==> src/rtl/pwm_duty_decoder_if.sv <==
// Measurement bus of the PWM duty decoder: PWM input plus the measured period, high time and status.
// The decoder sits on the master side; whoever consumes the measurement uses the slave side.
interface pwm_duty_decoder_if #(
    parameter int CNT_W = 16
);
    logic             pwm_in;
    logic [CNT_W-1:0] period_cnt;
    logic [CNT_W-1:0] high_cnt;
    logic [3:0]       duty_tenths;
    logic             meas_valid;
    logic             stuck_high;
    logic             stuck_low;
    logic             overrun;

    modport master (
        input  pwm_in,
        output period_cnt,
        output high_cnt,
        output duty_tenths,
        output meas_valid,
        output stuck_high,
        output stuck_low,
        output overrun
    );

    modport slave (
        output pwm_in,
        input  period_cnt,
        input  high_cnt,
        input  duty_tenths,
        input  meas_valid,
        input  stuck_high,
        input  stuck_low,
        input  overrun
    );
endinterface

==> src/rtl/pwm_duty_decoder.sv <==
// Measures period and high time of an incoming PWM signal and converts them to duty in 10% steps.
// Optional glitch filter on the synchronized input is enabled by defining PWM_DECODER_GLITCH_FILTER_EN.
module pwm_duty_decoder #(
    parameter int CNT_W    = 16,
    parameter int TIMEOUT  = 1000,
    parameter int FILT_LEN = 3
) (
    input logic              clk,
    input logic              rst,
    pwm_duty_decoder_if.master bus
);
    localparam int NUM_W  = CNT_W + 4;
    localparam int ITER_W = $clog2(NUM_W);
    localparam logic [CNT_W-1:0] TIMEOUT_C = CNT_W'(TIMEOUT);

    typedef enum logic [1:0] {
        IDLE = 2'd0,
        HIGH = 2'd1,
        LOW  = 2'd2
    } state_t;

    if (FILT_LEN < 2 || FILT_LEN > 15) begin : g_filt_len_check
        $error("pwm_duty_decoder: FILT_LEN must be in 2..15");
    end
    if (TIMEOUT >= (2 ** CNT_W) - 1) begin : g_timeout_check
        $error("pwm_duty_decoder: TIMEOUT must be below 2**CNT_W - 1");
    end

    logic             sync_a;
    logic             sync_b;
    logic             s;
    logic             s_prev;
    logic             rise;
    logic             fall;

    state_t           state;
    logic [CNT_W-1:0] cnt;
    logic [CNT_W-1:0] run_cnt;
    logic [CNT_W-1:0] h_lat;

    logic             div_busy;
    logic [ITER_W-1:0] div_iter;
    logic [NUM_W-1:0] div_num;
    logic [CNT_W-1:0] div_den;
    logic [CNT_W-1:0] div_h;
    logic [CNT_W-1:0] div_rem;
    logic [NUM_W-2:0] div_q;

    logic [CNT_W-1:0] period_q;
    logic [CNT_W-1:0] high_q;
    logic [3:0]       duty_q;
    logic             meas_valid_q;
    logic             stuck_high_q;
    logic             stuck_low_q;
    logic             overrun_q;

    always_ff @(posedge clk) begin
        if (rst) begin
            sync_a <= 1'b0;
            sync_b <= 1'b0;
            s_prev <= 1'b0;
        end else begin
            sync_a <= bus.pwm_in;
            sync_b <= sync_a;
            s_prev <= s;
        end
    end

`ifdef PWM_DECODER_GLITCH_FILTER_EN
    logic       filt_q;
    logic [3:0] filt_cnt;

    // Output follows the synchronized input only after FILT_LEN identical samples in a row.
    always_ff @(posedge clk) begin
        if (rst) begin
            filt_q   <= 1'b0;
            filt_cnt <= 4'd0;
        end else if (sync_b == filt_q) begin
            filt_cnt <= 4'd0;
        end else if (filt_cnt == 4'(FILT_LEN - 1)) begin
            filt_q   <= sync_b;
            filt_cnt <= 4'd0;
        end else begin
            filt_cnt <= filt_cnt + 4'd1;
        end
    end

    assign s = filt_q;
`else
    assign s = sync_b;
`endif

    assign rise = s & ~s_prev;
    assign fall = ~s & s_prev;

    logic             cnt_sat;
    logic             run_sat;
    logic [CNT_W-1:0] cnt_inc;
    logic [CNT_W-1:0] run_inc;
    logic             meas_stuck;
    logic             idle_stuck;
    logic             stuck_evt;
    logic             launch;
    logic             div_last;
    logic             div_free;
    logic [NUM_W-1:0] num_load;

    assign cnt_sat = (cnt == TIMEOUT_C);
    assign run_sat = (run_cnt == TIMEOUT_C);
    assign cnt_inc = cnt_sat ? cnt : cnt + CNT_W'(1);
    assign run_inc = run_sat ? run_cnt : run_cnt + CNT_W'(1);

    // A rise always wins over a timeout in the same cycle; the idle detector fires once per stuck level.
    assign meas_stuck = (state != IDLE) && cnt_sat && !rise;
    assign idle_stuck = (state == IDLE) && run_sat && !rise && (s ? !stuck_high_q : !stuck_low_q);
    assign stuck_evt  = meas_stuck || idle_stuck;

    assign launch   = (state == LOW) && rise;
    assign div_last = div_busy && (div_iter == ITER_W'(NUM_W - 1));
    assign div_free = !div_busy || div_last;

    assign num_load = ({4'b0000, h_lat} << 3) + ({4'b0000, h_lat} << 1) + NUM_W'(cnt >> 1);

    logic [CNT_W:0]   rem_sh;
    logic [CNT_W:0]   rem_diff;
    logic             div_ge;
    logic [CNT_W-1:0] rem_next;
    logic [NUM_W-1:0] q_next;
    logic [3:0]       duty_next;

    // One restoring-division step; the borrow of the trial subtraction decides the quotient bit.
    always_comb begin
        rem_sh    = {div_rem, div_num[NUM_W-1]};
        rem_diff  = rem_sh - {1'b0, div_den};
        div_ge    = ~rem_diff[CNT_W];
        rem_next  = div_ge ? rem_diff[CNT_W-1:0] : rem_sh[CNT_W-1:0];
        q_next    = {div_q, div_ge};
        duty_next = (q_next > NUM_W'(10)) ? 4'd10 : q_next[3:0];
    end

    always_ff @(posedge clk) begin
        if (rst) begin
            state        <= IDLE;
            cnt          <= '0;
            run_cnt      <= '0;
            h_lat        <= '0;
            div_busy     <= 1'b0;
            div_iter     <= '0;
            div_num      <= '0;
            div_den      <= '0;
            div_h        <= '0;
            div_rem      <= '0;
            div_q        <= '0;
            period_q     <= '0;
            high_q       <= '0;
            duty_q       <= 4'd0;
            meas_valid_q <= 1'b0;
            stuck_high_q <= 1'b0;
            stuck_low_q  <= 1'b0;
            overrun_q    <= 1'b0;
        end else begin
            meas_valid_q <= 1'b0;
            overrun_q    <= 1'b0;
            run_cnt      <= (rise || fall) ? '0 : run_inc;

            case (state)
                IDLE: begin
                    if (rise) begin
                        state <= HIGH;
                        cnt   <= CNT_W'(1);
                    end
                end
                HIGH: begin
                    if (meas_stuck) begin
                        state <= IDLE;
                        cnt   <= '0;
                    end else if (fall) begin
                        h_lat <= cnt;
                        state <= LOW;
                        cnt   <= cnt_inc;
                    end else begin
                        cnt <= cnt_inc;
                    end
                end
                LOW: begin
                    if (rise) begin
                        state <= HIGH;
                        cnt   <= CNT_W'(1);
                    end else if (meas_stuck) begin
                        state <= IDLE;
                        cnt   <= '0;
                    end else begin
                        cnt <= cnt_inc;
                    end
                end
                default: begin
                    state <= IDLE;
                    cnt   <= '0;
                end
            endcase

            if (rise) begin
                stuck_high_q <= 1'b0;
                stuck_low_q  <= 1'b0;
            end else if (stuck_evt) begin
                stuck_high_q <= s;
                stuck_low_q  <= ~s;
            end

            if (stuck_evt) begin
                period_q     <= '0;
                high_q       <= '0;
                duty_q       <= s ? 4'd10 : 4'd0;
                meas_valid_q <= 1'b1;
            end else if (div_last) begin
                period_q     <= div_den;
                high_q       <= div_h;
                duty_q       <= duty_next;
                meas_valid_q <= 1'b1;
            end

            if (div_busy) begin
                div_num <= {div_num[NUM_W-2:0], 1'b0};
                div_rem <= rem_next;
                div_q   <= q_next[NUM_W-2:0];
                if (div_last) begin
                    div_busy <= 1'b0;
                end else begin
                    div_iter <= div_iter + ITER_W'(1);
                end
            end

            // A launch in the divider's final cycle is accepted and overrides the wrap-up above.
            if (launch) begin
                if (div_free) begin
                    div_busy <= 1'b1;
                    div_iter <= '0;
                    div_num  <= num_load;
                    div_den  <= cnt;
                    div_h    <= h_lat;
                    div_rem  <= '0;
                    div_q    <= '0;
                end else begin
                    overrun_q <= 1'b1;
                end
            end
        end
    end

    assign bus.period_cnt  = period_q;
    assign bus.high_cnt    = high_q;
    assign bus.duty_tenths = duty_q;
    assign bus.meas_valid  = meas_valid_q;
    assign bus.stuck_high  = stuck_high_q;
    assign bus.stuck_low   = stuck_low_q;
    assign bus.overrun     = overrun_q;
endmodule

==> src/flat_wrapper.sv <==
// flat-port wrapper written by rule: the top's interface ports become plain ports
module pwm_duty_decoder_flat 
#(
    parameter int CNT_W    = 16,
    parameter int TIMEOUT  = 1000,
    parameter int FILT_LEN = 3
)
  (clk, rst, bus_pwm_in, bus_period_cnt, bus_high_cnt, bus_duty_tenths, bus_meas_valid, bus_stuck_high, bus_stuck_low, bus_overrun);
  pwm_duty_decoder_if #(.CNT_W(CNT_W)) bus_i ();
  input logic clk;
  input logic rst;
  input wire logic [$bits(bus_i.pwm_in)-1:0] bus_pwm_in;
  output wire logic [$bits(bus_i.period_cnt)-1:0] bus_period_cnt;
  output wire logic [$bits(bus_i.high_cnt)-1:0] bus_high_cnt;
  output wire logic [$bits(bus_i.duty_tenths)-1:0] bus_duty_tenths;
  output wire logic [$bits(bus_i.meas_valid)-1:0] bus_meas_valid;
  output wire logic [$bits(bus_i.stuck_high)-1:0] bus_stuck_high;
  output wire logic [$bits(bus_i.stuck_low)-1:0] bus_stuck_low;
  output wire logic [$bits(bus_i.overrun)-1:0] bus_overrun;
  assign bus_i.pwm_in = bus_pwm_in;
  assign bus_period_cnt = bus_i.period_cnt;
  assign bus_high_cnt = bus_i.high_cnt;
  assign bus_duty_tenths = bus_i.duty_tenths;
  assign bus_meas_valid = bus_i.meas_valid;
  assign bus_stuck_high = bus_i.stuck_high;
  assign bus_stuck_low = bus_i.stuck_low;
  assign bus_overrun = bus_i.overrun;
  pwm_duty_decoder #(.CNT_W(CNT_W), .TIMEOUT(TIMEOUT), .FILT_LEN(FILT_LEN)) u_core (.clk(clk), .rst(rst), .bus(bus_i));
endmodule
==> config.mk <==
export PLATFORM = sky130hd
export DESIGN_NAME = pwm_duty_decoder_flat
export DESIGN_NICKNAME = d
export VERILOG_FILES = /design/src/rtl/pwm_duty_decoder_if.sv /design/src/rtl/pwm_duty_decoder.sv /design/src/flat_wrapper.sv
export SDC_FILE = /design/constraint.sdc
export NUM_CORES = 1
export LEC_CHECK = 0
export ABC_AREA = 1
export CAP_MARGIN = 20
export CELL_PAD_IN_SITES_DETAIL_PLACEMENT = 1
export CELL_PAD_IN_SITES_GLOBAL_PLACEMENT = 1
export CORE_ASPECT_RATIO = 0.8
export CORE_UTILIZATION = 45
export DETAILED_ROUTE_END_ITERATION = 6
export GPL_ROUTABILITY_DRIVEN = 0
export PLACE_DENSITY = 0.87
export SETUP_SLACK_MARGIN = 0.2
export SLEW_MARGIN = 10
export SYNTH_ARGS = -nofsm -noshare
export SYNTH_HDL_FRONTEND = slang
export SYNTH_SLANG_ARGS = --single-unit
==> constraint.sdc <==
create_clock -name clk -period 2.7 [get_ports clk]
set_input_delay 0.54 -clock clk [delete_from_list [all_inputs] [get_ports clk]]
set_output_delay 0.54 -clock clk [all_outputs]
set_load 0.01 [all_outputs]
## After elaboration in Yosys (flattened, before gate mapping)

Cells that the tools add are included.

| storage, ports and cells | value |
|---|---|
| bits in registers | 186 |
| latch bits | 0 |
| bits in writable memories | 0 |
| memory bits (read-only) | 0 |
| input port bits | 3 |
| output and inout port bits | 40 |
| logic and storage cells | 104 |
| memories kept | 0 |

| operators by class | value |
|---|---|
| add/sub/neg operators | 6 |
| $mul | 0 |
| divide/modulo/power cells | 0 |
| magnitude comparators | 1 |
| equality and inequality tests | 8 |
| shift operators | 0 |
| mux-type cells | 37 |
| bitwise gates (word level) | 7 |
| reduce and logical (&&, ||, !) cells | 24 |

Operators with widths:

| kind | number |
|---|---|
| 16-bit two-way mux | 8 |
| 20-bit two-way mux | 3 |
| 19-bit two-way mux | 3 |
| 16-bit case mux with 3 select lines | 1 |
| 16-bit by 1-bit adder with 16-bit output, second input constant | 2 |
| 16-bit by 10-bit == test with 1-bit output, second input constant | 2 |
| 19-bit by 17-bit adder with 20-bit output | 1 |
| 20-bit by 15-bit adder with 20-bit output | 1 |
| 20-bit by 4-bit greater-than comparator with 1-bit output, second input constant | 1 |
| 5-bit two-way mux | 4 |
| 17-bit by 16-bit subtractor with 17-bit output | 1 |
| 4-bit two-way mux | 4 |
| 2-bit two-way mux | 5 |
| 1-bit two-way mux | 8 |
| 2-bit OR reduction | 4 |
| 1-bit logical AND | 7 |
| 3-bit by 1-bit inequality test with 1-bit output, second input constant | 2 |
| 2-bit case mux with 3 select lines | 1 |
| 3-bit AND reduction | 2 |
| 5-bit by 1-bit adder with 5-bit output, second input constant | 1 |
| 5-bit == test, second input constant | 1 |
| 1-bit inverter | 5 |
| 1-bit zero test | 4 |
| 2-bit nonzero test | 2 |
| 7 further kinds | 10 |

## Depth between registers and ports, before layout

| logic depth | value |
|---|---|
| depth in word-level cells | 7 |
| depth in mapped cells | 16 |
| mapped depth without buffers | 16 |

## Worst setup path before layout

OpenSTA, ideal clock, no wires.

| timing | value |
|---|---|
| path kind | flip-flop to flip-flop |
| start | register u_core.h_lat[2] |
| end | register u_core.div_num[18] |
| library setup time | 0.109 ns |
| arrival | 2.264 ns |
| required time | 2.591 ns |
| slack | 0.327 ns |
| stages on the path, launching flop included | 13 |
| buffers on the path | 0 |
| period minus slack after synthesis | 2.373 ns |
| cells stage by stage | dfxtp_1 inv_1 fa_1 fa_1 nand3b_1 nand2_1 a21oi_1 o21ai_0 nand2_1 nand3_1 nand3_1 nand2_1 inv_1 |

| between the ends | value |
|---|---|
| cells in the longest elaborated chain, start to end | 4 |

Ends and longest elaborated chain:

| what | RTL line | source |
|---|---|---|
| from (decl) | pwm_duty_decoder.sv:39 | `logic [CNT_W-1:0] h_lat;` |
| from (signal assigned) | pwm_duty_decoder.sv:178 | `h_lat <= cnt;` |
| 19-bit by 17-bit adder with 20-bit output | pwm_duty_decoder.sv:122 | `assign num_load = ({4'b0000, h_lat} << 3) + ({4'b0000, h_lat} << 1) + NUM_W'(cnt >> 1);` |
| 20-bit by 15-bit adder with 20-bit output | pwm_duty_decoder.sv:122 |  |
| 20-bit two-way mux | pwm_duty_decoder.sv:235 | `if (div_free) begin` |
| 20-bit two-way mux | pwm_duty_decoder.sv:234 | `if (launch) begin` |
| to (signal assigned) | pwm_duty_decoder.sv:223 | `div_num <= {div_num[NUM_W-2:0], 1'b0};` |
| to (signal assigned) | pwm_duty_decoder.sv:238 | `div_num <= num_load;` |
| to (decl) | pwm_duty_decoder.sv:43 | `logic [NUM_W-1:0] div_num;` |

No other way between the ends.
A chain may end at the register's enable or synchronous reset.

## Worst setup path in the final report

| timing | value |
|---|---|
| start | register u_core.cnt[4] |
| end | register u_core.div_num[13] |

| between the ends | value |
|---|---|
| cells in the longest elaborated chain, start to end | 3 |

Ends and longest elaborated chain:

| what | RTL line | source |
|---|---|---|
| from (decl) | pwm_duty_decoder.sv:37 | `logic [CNT_W-1:0] cnt;` |
| from (signal assigned) | pwm_duty_decoder.sv:180 | `cnt <= cnt_inc;` |
| from (signal assigned) | pwm_duty_decoder.sv:182 | `cnt <= cnt_inc;` |
| from (signal assigned) | pwm_duty_decoder.sv:193 | `cnt <= cnt_inc;` |
| 20-bit by 15-bit adder with 20-bit output | pwm_duty_decoder.sv:122 |  |
| 20-bit two-way mux | pwm_duty_decoder.sv:235 |  |
| 20-bit two-way mux | pwm_duty_decoder.sv:234 |  |

No other way between the ends.

==> reports/metrics.cfg <==
[pwr]
power_leakage_nw = 4.66
clockPowerShare = 0.448
seq_power_share = 0.517
power_switching_share = 0.249
vdd_ir_drop_max_mv = 0.423
cellInternalPower_mw = 4.01
net-switching-power_mw = 1.33
pwr_per_cell_area_nw_per_um2 = 475
power.share.combinational = 0.035

[synthesis]
multiplexer_fraction_of_the_synthesized_cell_area = 0
syn-mean-instance-area_sq_um = 7.35
synth_top_family_by_area = simple AND/OR/NAND/NOR gates
synth_enable_flop_cells = 0
compound_gate_fraction_of_synth_area = 0.177
postSynth.asyncResetShare = 0
post_synth_instance_area_sq_um = 9710
synthDistinctLibCells = 47
synth_seq_area_share = 0.383
gate_count_after_technology_mapping = 1322
postSynth.topFlopCell = sky130_fd_sc_hd__dfxtp_1
number_of_flip_flops_and_latches_in_the_synthesized_netlist = 186
mappedNetlistNets = 1382
synth_xor_xnor_area_share = 0.0253
simple_gate_fraction_of_synth_area = 0.237
adder_cell_share_of_the_synthesized_area = 0.0843
yosysWarnings = 0

[global_routing]
pin_count_of_the_biggest_net_entering_global_routing = 92
grt_pass1_vias = 9787
grt_antenna_before_repair = 1
global_route_wire_length_before_repair_microns = 49900
grt_overflow = 0
gr_usage_total = 0.283

[placement]
placement.cell_area_sq_um = 10500
post-dp-hpwl_microns = 21800
placement.io_buffers = 42

[worst_setup_path]
critical_path.cell_chain = inv_4, fa_2, inv_1, ha_4, nand3_2, nand3_4, nand3_2, nand2_2, nand2_2, nand2_1, xor2_1, nand2_1, a21oi_1
cp_slowest_cell = sky130_fd_sc_hd__fa_2
critical_path_required_ns = 3.08
critical_path.top_delay_family = adder cells
worst-setup-path-type = reg -> reg
critical_path.endpoint_type = flip-flop
cp_data_arrival_time_ns = 2.91
worst_setup_path_start_kind = flip-flop
critical_path_peak_fanout = 6
cp_slowest_stage_delay_ns = 0.61
path_buf_inv = 2

[cts]
clock_tree.htree_level_count = 4
cts.reportedPaths.clkPinSlew_ns = 0.08
clkSinkCount = 186
clock_tree_root = sky130_fd_sc_hd__clkbuf_16
worstSkewPairLatency_ns = 0.45
clockBufferDepth = 2
cts-buffers-inserted = 17
clock_tree_from_tritoncts = built

[floorplanning]
dieArea_sq_um = 22200
dieWidth_microns = 166
io_pins = 43
die_y_microns = 133
floorplan.initialDensity = 0.464
coreArea_sq_um = 20900
num_rows = 47

[run_status]
outcome = complete, but fails checks
failing_checks = design-rule violations

[finish]
stdcell_area_sq_um = 11300
num_antenna_cells = 0
layout-drive-gt1-share = 0.107
fillCellCount = 2627
nNetsFinal = 1429
area_growth_pct = 15.9

[timing]
finalMaxSlewViolations = 0
tns_ns = 0
timing_hold_violations_final = 0
clock-skew-final_ns = 0.0125
worst_pin_slew_ns = 1.02
setup_viol_count_final = 0
timing.final.crit_share = 0.935
worst_slew_margin_rel = 0.322
grt_setup_unrepaired = yes
fin_crit_ns = 2.53
maxClockFrequency_mhz = 396

[drt]
drt_pass_1_iters = 7
ant_nets = 0
routed_wire_length_per_instance_microns = 19.7
dr_total_vias = 9532
detail_route.wirelength_microns = 32500
dr.first_iter.drc_count = 809
route.detailed.vias_per_inst = 5.78
drc_errors = 5

[run]
count_of_max_cap_constraint_violations = 0

[min_path]
hp-class = reg -> reg

-- cell usage in the layout (no fill, tap or decap), drive strengths merged --
| master | synthesis | routed |
|---|---|---|
| a211oi | 19 | 19 |
| a21o | 6 | 6 |
| a21oi | 177 | 177 |
| a311oi | 3 | 3 |
| a31oi | 5 | 5 |
| a32o | 2 | 2 |
| a32oi | 3 | 3 |
| buf | 27 | 42 |
| clkbuf | 29 | 19 |
| clkdlybuf4s50 | 0 | 42 |
| clkinv | 0 | 5 |
| clkinvlp | 0 | 3 |
| dfxtp | 186 | 186 |
| fa | 14 | 14 |
| ha | 43 | 43 |
| inv | 168 | 172 |
| nand2 | 258 | 258 |
| nand3 | 113 | 113 |
| nand3b | 17 | 17 |
| nand4 | 8 | 8 |
| nor2 | 91 | 91 |
| nor3 | 20 | 20 |
| nor3b | 1 | 1 |
| nor4 | 3 | 3 |
| o2111ai | 1 | 1 |
| o211ai | 3 | 3 |
| o21a | 1 | 1 |
| o21ai | 86 | 86 |
| o21bai | 4 | 4 |
| o221ai | 1 | 1 |
| o22ai | 2 | 2 |
| o311ai | 1 | 1 |
| or2 | 2 | 2 |
| xnor2 | 10 | 10 |
| xor2 | 18 | 18 |
-- cell type report --
type | instances | area [sq um] | area share
Clock buffer | 19 | 443 | 0.0394
Multi-Input combinational cell | 912 | 5240 | 0.465
Sequential cell | 186 | 3750 | 0.333
Timing Repair Buffer | 84 | 764 | 0.0679
Clock inverter | 12 | 92.6 | 0.00823
Inverter | 168 | 633 | 0.0563
Tap cell | 269 | 337 | 0.0299
-- state kept, by name, summed over array words and instances (netlist names) --
register,count
u_core.bus.duty_tenths,4
u_core.bus.high_cnt,16
u_core.bus.meas_valid,1
u_core.bus.overrun,1
u_core.bus.period_cnt,16
u_core.bus.stuck_high,1
u_core.bus.stuck_low,1
u_core.cnt,16
u_core.div_busy,1
u_core.div_den,16
u_core.div_h,16
u_core.div_iter,5
u_core.div_num,20
u_core.div_q,19
u_core.div_rem,16
u_core.h_lat,16
u_core.run_cnt,16
u_core.s,1
u_core.s_prev,1
u_core.state,2
u_core.sync_a,1
-- worst register-to-register path: stages, from the launching register on --
cell	delay (ns)
sky130_fd_sc_hd__dfxtp_4	0.38
sky130_fd_sc_hd__inv_4	0.06
sky130_fd_sc_hd__fa_2	0.61
sky130_fd_sc_hd__inv_1	0.08
sky130_fd_sc_hd__ha_4	0.27
sky130_fd_sc_hd__nand3_2	0.13
sky130_fd_sc_hd__nand3_4	0.14
sky130_fd_sc_hd__nand3_2	0.10
sky130_fd_sc_hd__nand2_2	0.10
sky130_fd_sc_hd__nand2_2	0.09
sky130_fd_sc_hd__nand2_1	0.08
sky130_fd_sc_hd__xor2_1	0.22
sky130_fd_sc_hd__nand2_1	0.08
sky130_fd_sc_hd__a21oi_1	0.12
-- cell usage after synthesis, types with 3 or more instances --
cell,number,share of area
sky130_fd_sc_hd__buf_2,13,0.0067
sky130_fd_sc_hd__a21o_1,6,0.0046
sky130_fd_sc_hd__o21ai_0,66,0.034
sky130_fd_sc_hd__a32oi_1,3,0.0027
sky130_fd_sc_hd__nand2_1,250,0.097
sky130_fd_sc_hd__nand4_1,8,0.0052
sky130_fd_sc_hd__nor3_2,4,0.0041
sky130_fd_sc_hd__dfxtp_1,186,0.38
sky130_fd_sc_hd__nand3b_1,17,0.013
sky130_fd_sc_hd__buf_1,3,0.0012
sky130_fd_sc_hd__inv_1,162,0.063
sky130_fd_sc_hd__nor2_1,89,0.034
sky130_fd_sc_hd__xnor2_1,10,0.0090
sky130_fd_sc_hd__inv_2,6,0.0023
sky130_fd_sc_hd__nand3_1,110,0.057
sky130_fd_sc_hd__xor2_1,18,0.016
sky130_fd_sc_hd__buf_4,9,0.0070
sky130_fd_sc_hd__ha_1,43,0.055
sky130_fd_sc_hd__clkbuf_1,29,0.011
sky130_fd_sc_hd__nor3_1,15,0.0077
sky130_fd_sc_hd__fa_1,14,0.029
sky130_fd_sc_hd__a21oi_1,175,0.090
sky130_fd_sc_hd__o21bai_1,4,0.0031
sky130_fd_sc_hd__o211ai_1,3,0.0023
sky130_fd_sc_hd__nand2_2,6,0.0039
sky130_fd_sc_hd__o21ai_1,20,0.010
sky130_fd_sc_hd__a311oi_1,3,0.0027
sky130_fd_sc_hd__a211oi_1,19,0.015
sky130_fd_sc_hd__a31oi_1,5,0.0032
-- worst paths after layout --
kind / startpoint / to / slack, ns / cells after the start
hold reg to reg: u_core.sync_a / u_core.s / 0.44 / 2
setup reg to reg: u_core.cnt[4] / u_core.div_num[13] / 0.17 / 13
hold / removal: u_core.sync_a / u_core.s / 0.44 / 2
setup / recovery: u_core.cnt[4] / u_core.div_num[13] / 0.17 / 13
-- power groups by stage --
| stage | clock network (mW) | logic, mW | registers, mW |
|---|---|---|---|
| floorplan | 0 | 0.115 | 2.82 |
| global route | 2.52 | 0.201 | 2.76 |
| finish | 2.40 | 0.185 | 2.76 |
| detailed placement | 0 | 0.174 | 2.83 |
| global placement | 0 | 0.165 | 2.82 |
| CTS | 2.39 | 0.178 | 2.76 |
-- what timing repair did --
action,in CTS,in global routing
gates cloned,0,0
pin swaps,4,11
hold buffers,0,0
resized for setup,14,44
hold endpoints to repair,0,0
endpoints found under the setup margin,11,58
buffers inserted,0,6
-- per-stage QoR --
step | hold slack, ns | utilization | total power [mW] | std cells | worst slack, ns
after floorplan | 0.388 | - | 2.94 | 1322 | 0.327
after global placement | 0.401 | 0.500 | 2.99 | 1613 | 0.111
after detailed placement | 0.420 | 0.500 | 3.00 | 1613 | 0.0409
after CTS | 0.443 | 0.528 | 5.33 | 1644 | 0.179
after global routing | 0.440 | 0.538 | 5.48 | 1650 | 0.0719
final | 0.436 | 0.538 | 5.34 | 1650 | 0.174
-- per-layer routing --
| layer | global-route usage | share of wire |
|---|---|---|
| met5 | 0 | 0 |
| met4 | 0.0993 | 0.027 |
| met3 | 0.0573 | 0.064 |
| met2 | 0.464 | 0.46 |
| met1 | 0.371 | 0.45 |
-- cell families after synthesis --
kind of cell    count (synthesis)
buf+inv                       224
simple gates                  513
compound gates                314
fa+ha+maj                      57
xor+xnor                       28
flops                         186
Note: power is estimated with default switching activity, not from simulation.
